[config.mk]
export PLATFORM = sky130hd
export DESIGN_NAME = instruction_fetch
export DESIGN_NICKNAME = d
export VERILOG_FILES = /design/src/rtl/fetch_pkg.sv /design/src/rtl/fetch_fifo.sv /design/src/rtl/instruction_fetch.sv
export SDC_FILE = /design/constraint.sdc
export NUM_CORES = 1
export LEC_CHECK = 0
export CORE_MARGIN = 2
export CORE_UTILIZATION = 43
export DETAILED_ROUTE_END_ITERATION = 7
export GPL_TIMING_DRIVEN = 0
export PLACE_DENSITY_LB_ADDON = 0.05
export SYNTH_ARGS = -nofsm -noshare
export SYNTH_HDL_FRONTEND = slang
export SYNTH_SLANG_ARGS = --single-unit
[constraint.sdc]
create_clock -name clk -period 2.74 [get_ports clk]
set_clock_uncertainty 0.2 [all_clocks]
set_input_delay 0.548 -clock clk [delete_from_list [all_inputs] [get_ports clk]]
set_output_delay 0.548 -clock clk [all_outputs]
set_load 0.05 [all_outputs]
[src/rtl/fetch_pkg.sv]
// fetch_pkg: shared widths, opcode fields and the prefetch entry type
package fetch_pkg;
  localparam int ADDR_W = 4;
  localparam int DATA_W = 16;
  localparam logic [3:0] OP_ADDI = 4'b0001;
  localparam logic [3:0] OP_ADD = 4'b0010;
  localparam logic [3:0] OP_OUT = 4'b1111;
  typedef struct packed {
    logic [DATA_W-1:0] data;
    logic [ADDR_W-1:0] pc;
  } fetch_entry_t;
  function automatic logic [3:0] opcode(input logic [DATA_W-1:0] w);
    return w[DATA_W-1:DATA_W-4];
  endfunction
endpackage

[src/rtl/fetch_fifo.sv]
// fetch_fifo: DEPTH-entry synchronous prefetch FIFO with single-cycle flush
module fetch_fifo
  import fetch_pkg::*;
#(
  parameter int DEPTH = 2
) (
  input  logic                     clk,
  input  logic                     rst_n,
  input  logic                     push,
  input  logic                     pop,
  input  logic                     flush,
  input  fetch_entry_t             wr_entry,
  output fetch_entry_t             rd_entry,
  output logic [$clog2(DEPTH):0]   count
);
  localparam int PW = $clog2(DEPTH);
  localparam int CW = PW + 1;
  fetch_entry_t mem [DEPTH];
  logic [PW-1:0] rd, wr;
  assign rd_entry = (count != '0) ? mem[rd] : '0;
  always_ff @(posedge clk)
    if (push) mem[wr] <= wr_entry;
  always_ff @(posedge clk) begin
    if (!rst_n || flush) begin
      rd <= '0;
      wr <= '0;
      count <= '0;
    end else begin
      if (push) wr <= wr + PW'(1);
      if (pop) rd <= rd + PW'(1);
      count <= count + CW'(push) - CW'(pop);
    end
  end
endmodule

[src/rtl/instruction_fetch.sv]
// instruction_fetch: PC owner, ROM reader and valid/ready prefetch front end
module instruction_fetch
  import fetch_pkg::*;
#(
  parameter int               DEPTH    = 2,
  parameter logic [ADDR_W-1:0] RESET_PC = '0
) (
  input  logic              clk,
  input  logic              rst_n,
  output logic [ADDR_W-1:0] rom_addr,
  input  logic [DATA_W-1:0] rom_data,
  input  logic              fetch_en,
  input  logic              redirect_valid,
  input  logic [ADDR_W-1:0] redirect_pc,
  output logic              inst_valid,
  output logic [DATA_W-1:0] inst_data,
  output logic [ADDR_W-1:0] inst_pc,
  input  logic              inst_ready
);
  localparam int CW = $clog2(DEPTH) + 1;
  logic [ADDR_W-1:0] pc;
  logic [CW-1:0] count;
  logic push, pop;
  fetch_entry_t rd_entry;
  assign rom_addr = pc;
  assign inst_valid = count != '0;
  assign pop = inst_valid & inst_ready;
  assign push = fetch_en & ((count < CW'(DEPTH)) | pop) & ~redirect_valid;
  assign inst_data = rd_entry.data;
  assign inst_pc = rd_entry.pc;
  always_ff @(posedge clk) begin
    if (!rst_n) pc <= RESET_PC;
    else if (redirect_valid) pc <= redirect_pc;
    else if (push) pc <= pc + ADDR_W'(1);
  end
  fetch_fifo #(.DEPTH(DEPTH)) u_fifo (
    .clk     (clk),
    .rst_n   (rst_n),
    .push    (push),
    .pop     (pop),
    .flush   (redirect_valid),
    .wr_entry('{data: rom_data, pc: pc}),
    .rd_entry(rd_entry),
    .count   (count)
  );
endmodule

==> tab_implementation.tex <==
\begin{tabular}{lr}
\hline
Metric & Value \\
\hline
\multicolumn{2}{l}{\textbf{Run status}} \\
Status & finished clean \\
\multicolumn{2}{l}{\textbf{Finish}} \\
\# fillers & 349 \\
Area of all placed cells without fillers & 2700 sq um \\
Layout net count & 227 \\
Antenna Diode Count & 0 \\
Fraction of the core area covered by cells at the end of the flow & 0.6159 \\
Fraction of layout instances using a drive strength above 1 & 0.08955 \\
P\&R area growth vs syn & 36.50\% \\
\multicolumn{2}{l}{\textbf{Yosys}} \\
FF+latch count, synth & 49 \\
Cell count after synthesis & 143 \\
Mapped cell area & 1978 sq um \\
Cell types with the largest area share after synthesis & sky130\_fd\_sc\_hd\_\_edfxtp\_1 61\%, sky130\_fd\_sc\_hd\_\_mux2i\_1 10\%, sky130\_fd\_sc\_hd\_\_dfxtp\_1 9.1\% \\
Synth top area share & 0.6072 \\
Library cell with the largest summed area after synthesis & sky130\_fd\_sc\_hd\_\_edfxtp\_1 \\
Sequential element share of the synthesized area & 0.6983 \\
Synthesized net count & 170 \\
Number of warning messages in the yosys log & 0 \\
Number of library cell types mapped by synthesis & 30 \\
Mean cell area of the mapped netlist & 13.83 sq um \\
\multicolumn{2}{l}{\textbf{Floorplanning}} \\
Area inside the core boundary & 4384 sq um \\
Height of the die & 71.83 um \\
Initial core utilization & 0.4512 \\
I/O pin count & 50 \\
FP Rows & 24 \\
Die Outline Area & 5159 sq um \\
Die span in x & 71.83 um \\
\multicolumn{2}{l}{\textbf{Routing}} \\
Starting DRC count in detailed routing & 105 \\
Final ANT Viol Nets & 0 \\
DR WL/cell & 15.15 um \\
Routed Wire Length & 3833 um \\
Total vias in the final route & 1302 \\
Routed vias/inst & 5.146 \\
Post-route DRC violation count & 0 \\
Drt pass-1 iters & 4 \\
\multicolumn{2}{l}{\textbf{Setup path}} \\
Kind of cell adding the most delay to the critical path & buffers and inverters \\
FF-to-FF End & u\_fifo.mem[1][15] \\
Launch point of the worst reg-to-reg path & u\_fifo.count[1] \\
Sequence of cells on the critical path & clkdlybuf4s50\_1 -> nand2b\_1 -> clkbuf\_2 -> nand2\_1 -> nor3b\_4 -> buf\_8 \\
Critical Path Slowest Stage Cell & sky130\_fd\_sc\_hd\_\_nor3b\_4 \\
Crit path max fanout & 11 \\
Setup crit end kind & register \\
Required arrival time at the worst endpoint & 2.54 ns \\
Setup slack on the worst flop-to-flop path & 0.68 ns \\
Worst path buffer plus inverter count & 3 \\
Nature of the critical path startpoint & input port \\
R2R depth & 5 \\
Arrival time of data at the critical path endpoint & 2.30 ns \\
Critical path class & in2reg \\
CP peak stage delay & 0.56 ns \\
\multicolumn{2}{l}{\textbf{GRT}} \\
Maximum number of pins on one net before global-route repair & 14 \\
Remaining global-route overflow & 0 \\
First-pass GRT wire length & 5706 um \\
Total GRT Usage & 0.1486 \\
Number of antenna violations at the first check in global routing & 0 \\
Via count of the first global-routing pass & 1283 \\
\multicolumn{2}{l}{\textbf{Power}} \\
Sequential share of power & 0.566 \\
Power density of the placed cells & 553.6 nW/um\^{}2 \\
Internal Pwr Total & 0.001113 W \\
Total power after layout & 0.001495 W \\
Switching portion of total power & 0.2553 \\
Static leakage power & 1.237 nW \\
Clock share of power & 0.263 \\
Comb power frac & 0.170 \\
Power spent charging and discharging nets & 0.0003817 W \\
Worst-case vdd ir drop & 0.0002565 V \\
\multicolumn{2}{l}{\textbf{CTS}} \\
Root Buffer & sky130\_fd\_sc\_hd\_\_clkbuf\_8 \\
Clock buffers created by TritonCTS & 5 \\
Number of H-tree branching levels & 2 \\
Max clock buf depth & 2 \\
Clock-pin slew on the worst setup and hold paths & 0.08 ns \\
Post-CTS setup-driven buffer insertion count & 0 \\
Clock tree from TritonCTS & yes \\
CTS hold repair buffers & 0 \\
Insertion delay of the later-clocked pin in the worst-skew pair & 0.29 ns \\
Sink count of the clock tree & 49 \\
\multicolumn{2}{l}{\textbf{STA}} \\
Unrepaired setup endpoints after global routing & no \\
Total count of max-transition violations in the final report & 0 \\
Final Hold Fails & 0 \\
Upper clock frequency limit & 399.9 MHz \\
Part of the cycle the worst path needs & 0.9125 \\
Tightest Pin Transition & 0.6101 ns \\
Period minus WS final & 2.500 ns \\
Worst slew slack as a fraction of its limit & 0.5928 \\
Number of endpoints failing setup at the final stage & 0 \\
\multicolumn{2}{l}{\textbf{Job}} \\
Max-cap viol count & 0 \\
\multicolumn{2}{l}{\textbf{Placement}} \\
GPL Wtd Cong & 0.8571 \\
Placed wire-length estimate & 2638 um \\
Post-place instance area & 2576 sq um \\
Port Buf Inserts & 48 \\
\multicolumn{2}{l}{\textbf{Min path}} \\
Min-delay src & u\_fifo.rd \\
Sink of the worst hold path & u\_fifo.rd \\
Hold path depth & 2 \\
Worst hold path class & reg2reg \\
\hline
\end{tabular}
==> Yosys cell counts <==
cell type                  count
sky130_fd_sc_hd__a31oi_1       4
sky130_fd_sc_hd__inv_4         1
sky130_fd_sc_hd__o31ai_1       1
sky130_fd_sc_hd__nand4_1       2
sky130_fd_sc_hd__mux2i_1      20
sky130_fd_sc_hd__buf_6         1
sky130_fd_sc_hd__o311a_1       1
sky130_fd_sc_hd__clkbuf_2      1
sky130_fd_sc_hd__or3_1         2
sky130_fd_sc_hd__a31o_2        1
sky130_fd_sc_hd__nand3_1       1
sky130_fd_sc_hd__o21ai_0       7
sky130_fd_sc_hd__inv_1         7
sky130_fd_sc_hd__xor2_1        2
sky130_fd_sc_hd__dfxtp_1       9
sky130_fd_sc_hd__a21boi_0      1
sky130_fd_sc_hd__nor3_1        1
sky130_fd_sc_hd__and3_2        1
sky130_fd_sc_hd__nor2_1       23
sky130_fd_sc_hd__a21oi_1       2
sky130_fd_sc_hd__nor2b_1       1
sky130_fd_sc_hd__ha_1          2
sky130_fd_sc_hd__buf_2         2
sky130_fd_sc_hd__clkbuf_1      2
sky130_fd_sc_hd__edfxtp_1     40
sky130_fd_sc_hd__nor3b_1       2
sky130_fd_sc_hd__nand2b_1      2
sky130_fd_sc_hd__nand2_1       2
sky130_fd_sc_hd__or4_1         1
sky130_fd_sc_hd__and3_1        1
==> cell type report <==
| cell class | count | area [sq um] | share of cell area |
|---|---|---|---|
| buffer | 6 | 36.28 | 0.01344 |
| clock buffer | 8 | 80.08 | 0.02966 |
| inverter | 8 | 32.53 | 0.01205 |
| multi-input combinational | 80 | 553.0 | 0.2048 |
| sequential | 49 | 1381 | 0.5116 |
| tap | 52 | 65.06 | 0.02410 |
| timing repair buffer | 50 | 551.8 | 0.2044 |
==> metrics by stage <==
step                hold slack [ns]  TNS [ns]  instances  worst slack (ns)
global route                 0.3304         0        253            0.1584
CTS                          0.3247         0        253          0.008364
detailed placement           0.3089   -0.7883        245          -0.07196
global placement             0.2866    -22.06        243           -0.5743
finish                       0.3241         0        253            0.2397
floorplan                    0.2725         0        143            0.4083
==> sequential cells by signal (all words and copies together), names as in the netlist, named ones only <==
name,count
u_fifo.wr,1
u_fifo.rd,1
rom_addr,4
u_fifo.count,2
u_fifo.mem,40
==> power groups by stage <==
stage	Combinational, W	Clock (W)	Sequential [W]
after floorplan	0.000136	0	0.000876
after global placement	0.000245	0	0.000863
after detailed placement	0.000259	0	0.000864
after CTS	0.000258	0.000404	0.000846
after global routing	0.000268	0.000435	0.000849
final	0.000254	0.000394	0.000847
==> worst max-delay path by stage <==
stage | to | start | cells past startpoint | slack, ns
after global routing | u_fifo.mem[1][15] | inst_ready | 6 | 0.16
after detailed placement | u_fifo.mem[1][15] | inst_ready | 6 | -0.07
final | u_fifo.mem[1][15] | inst_ready | 6 | 0.24
after CTS | inst_pc[3] | register | 4 | 0.008
after global placement | u_fifo.mem[1][15] | inst_ready | 5 | -0.57
after floorplan | u_fifo.mem[1][0] | inst_ready | 4 | 0.41
==> timing repair <==
action / 4_1_cts / 5_1_grt
gates cloned: 0 / 0
setup endpoints to repair: 20 / 18
gates resized for setup: 5 / 18
==> metal layers <==
layer,share of wire,up-vias,GRT usage
li1,-,635,-
met4,0.018,0,0.07547
met1,0.40,610,0.1699
met2,0.51,50,0.2572
met3,0.064,7,0.03797
met5,0,-,0
==> worst min-delay path, stage by stage (launching register included) <==
cell	delay (ns)
sky130_fd_sc_hd__dfxtp_1	0.33
sky130_fd_sc_hd__xor2_1	0.08
sky130_fd_sc_hd__nor2_1	0.08
==> cell usage in the layout (no fill, tap or decap), drive strengths merged <==
master / synthesis / layout
inv: 8 / 8
nor3: 1 / 1
dlygate4sd2: 0 / 3
dfxtp: 9 / 9
nand3: 1 / 1
buf: 3 / 5
nand2b: 2 / 2
or3: 2 / 2
and3: 2 / 2
a31o: 1 / 1
ha: 2 / 2
mux2i: 20 / 20
edfxtp: 40 / 40
nor2: 23 / 23
nand2: 2 / 2
nand4: 2 / 2
nor3b: 2 / 2
clkbuf: 3 / 11
clkdlybuf4s50: 0 / 27
dlymetal6s2s: 0 / 18
a21oi: 2 / 2
o21ai: 7 / 7
nor2b: 1 / 1
xor2: 2 / 2
a21boi: 1 / 1
o311a: 1 / 1
a31oi: 4 / 4
o31ai: 1 / 1
or4: 1 / 1
==> logic make-up (layout without fill, tap and decap cells) <==
group                    after synthesis  after routing  share of synthesized area
AO/OA/AOI/OAI                         17             17                    0.05250
XOR/XNOR                               2              2                   0.008857
adder cells (fa/ha/maj)                2              2                    0.01265
buffers and inverters                 14             72                    0.03353
flip-flops                            49             49                     0.6983
multiplexers                          20             20                     0.1012
AND/OR/NAND/NOR                       39             39                    0.09298
Note: power is estimated with default switching activity, not from simulation.
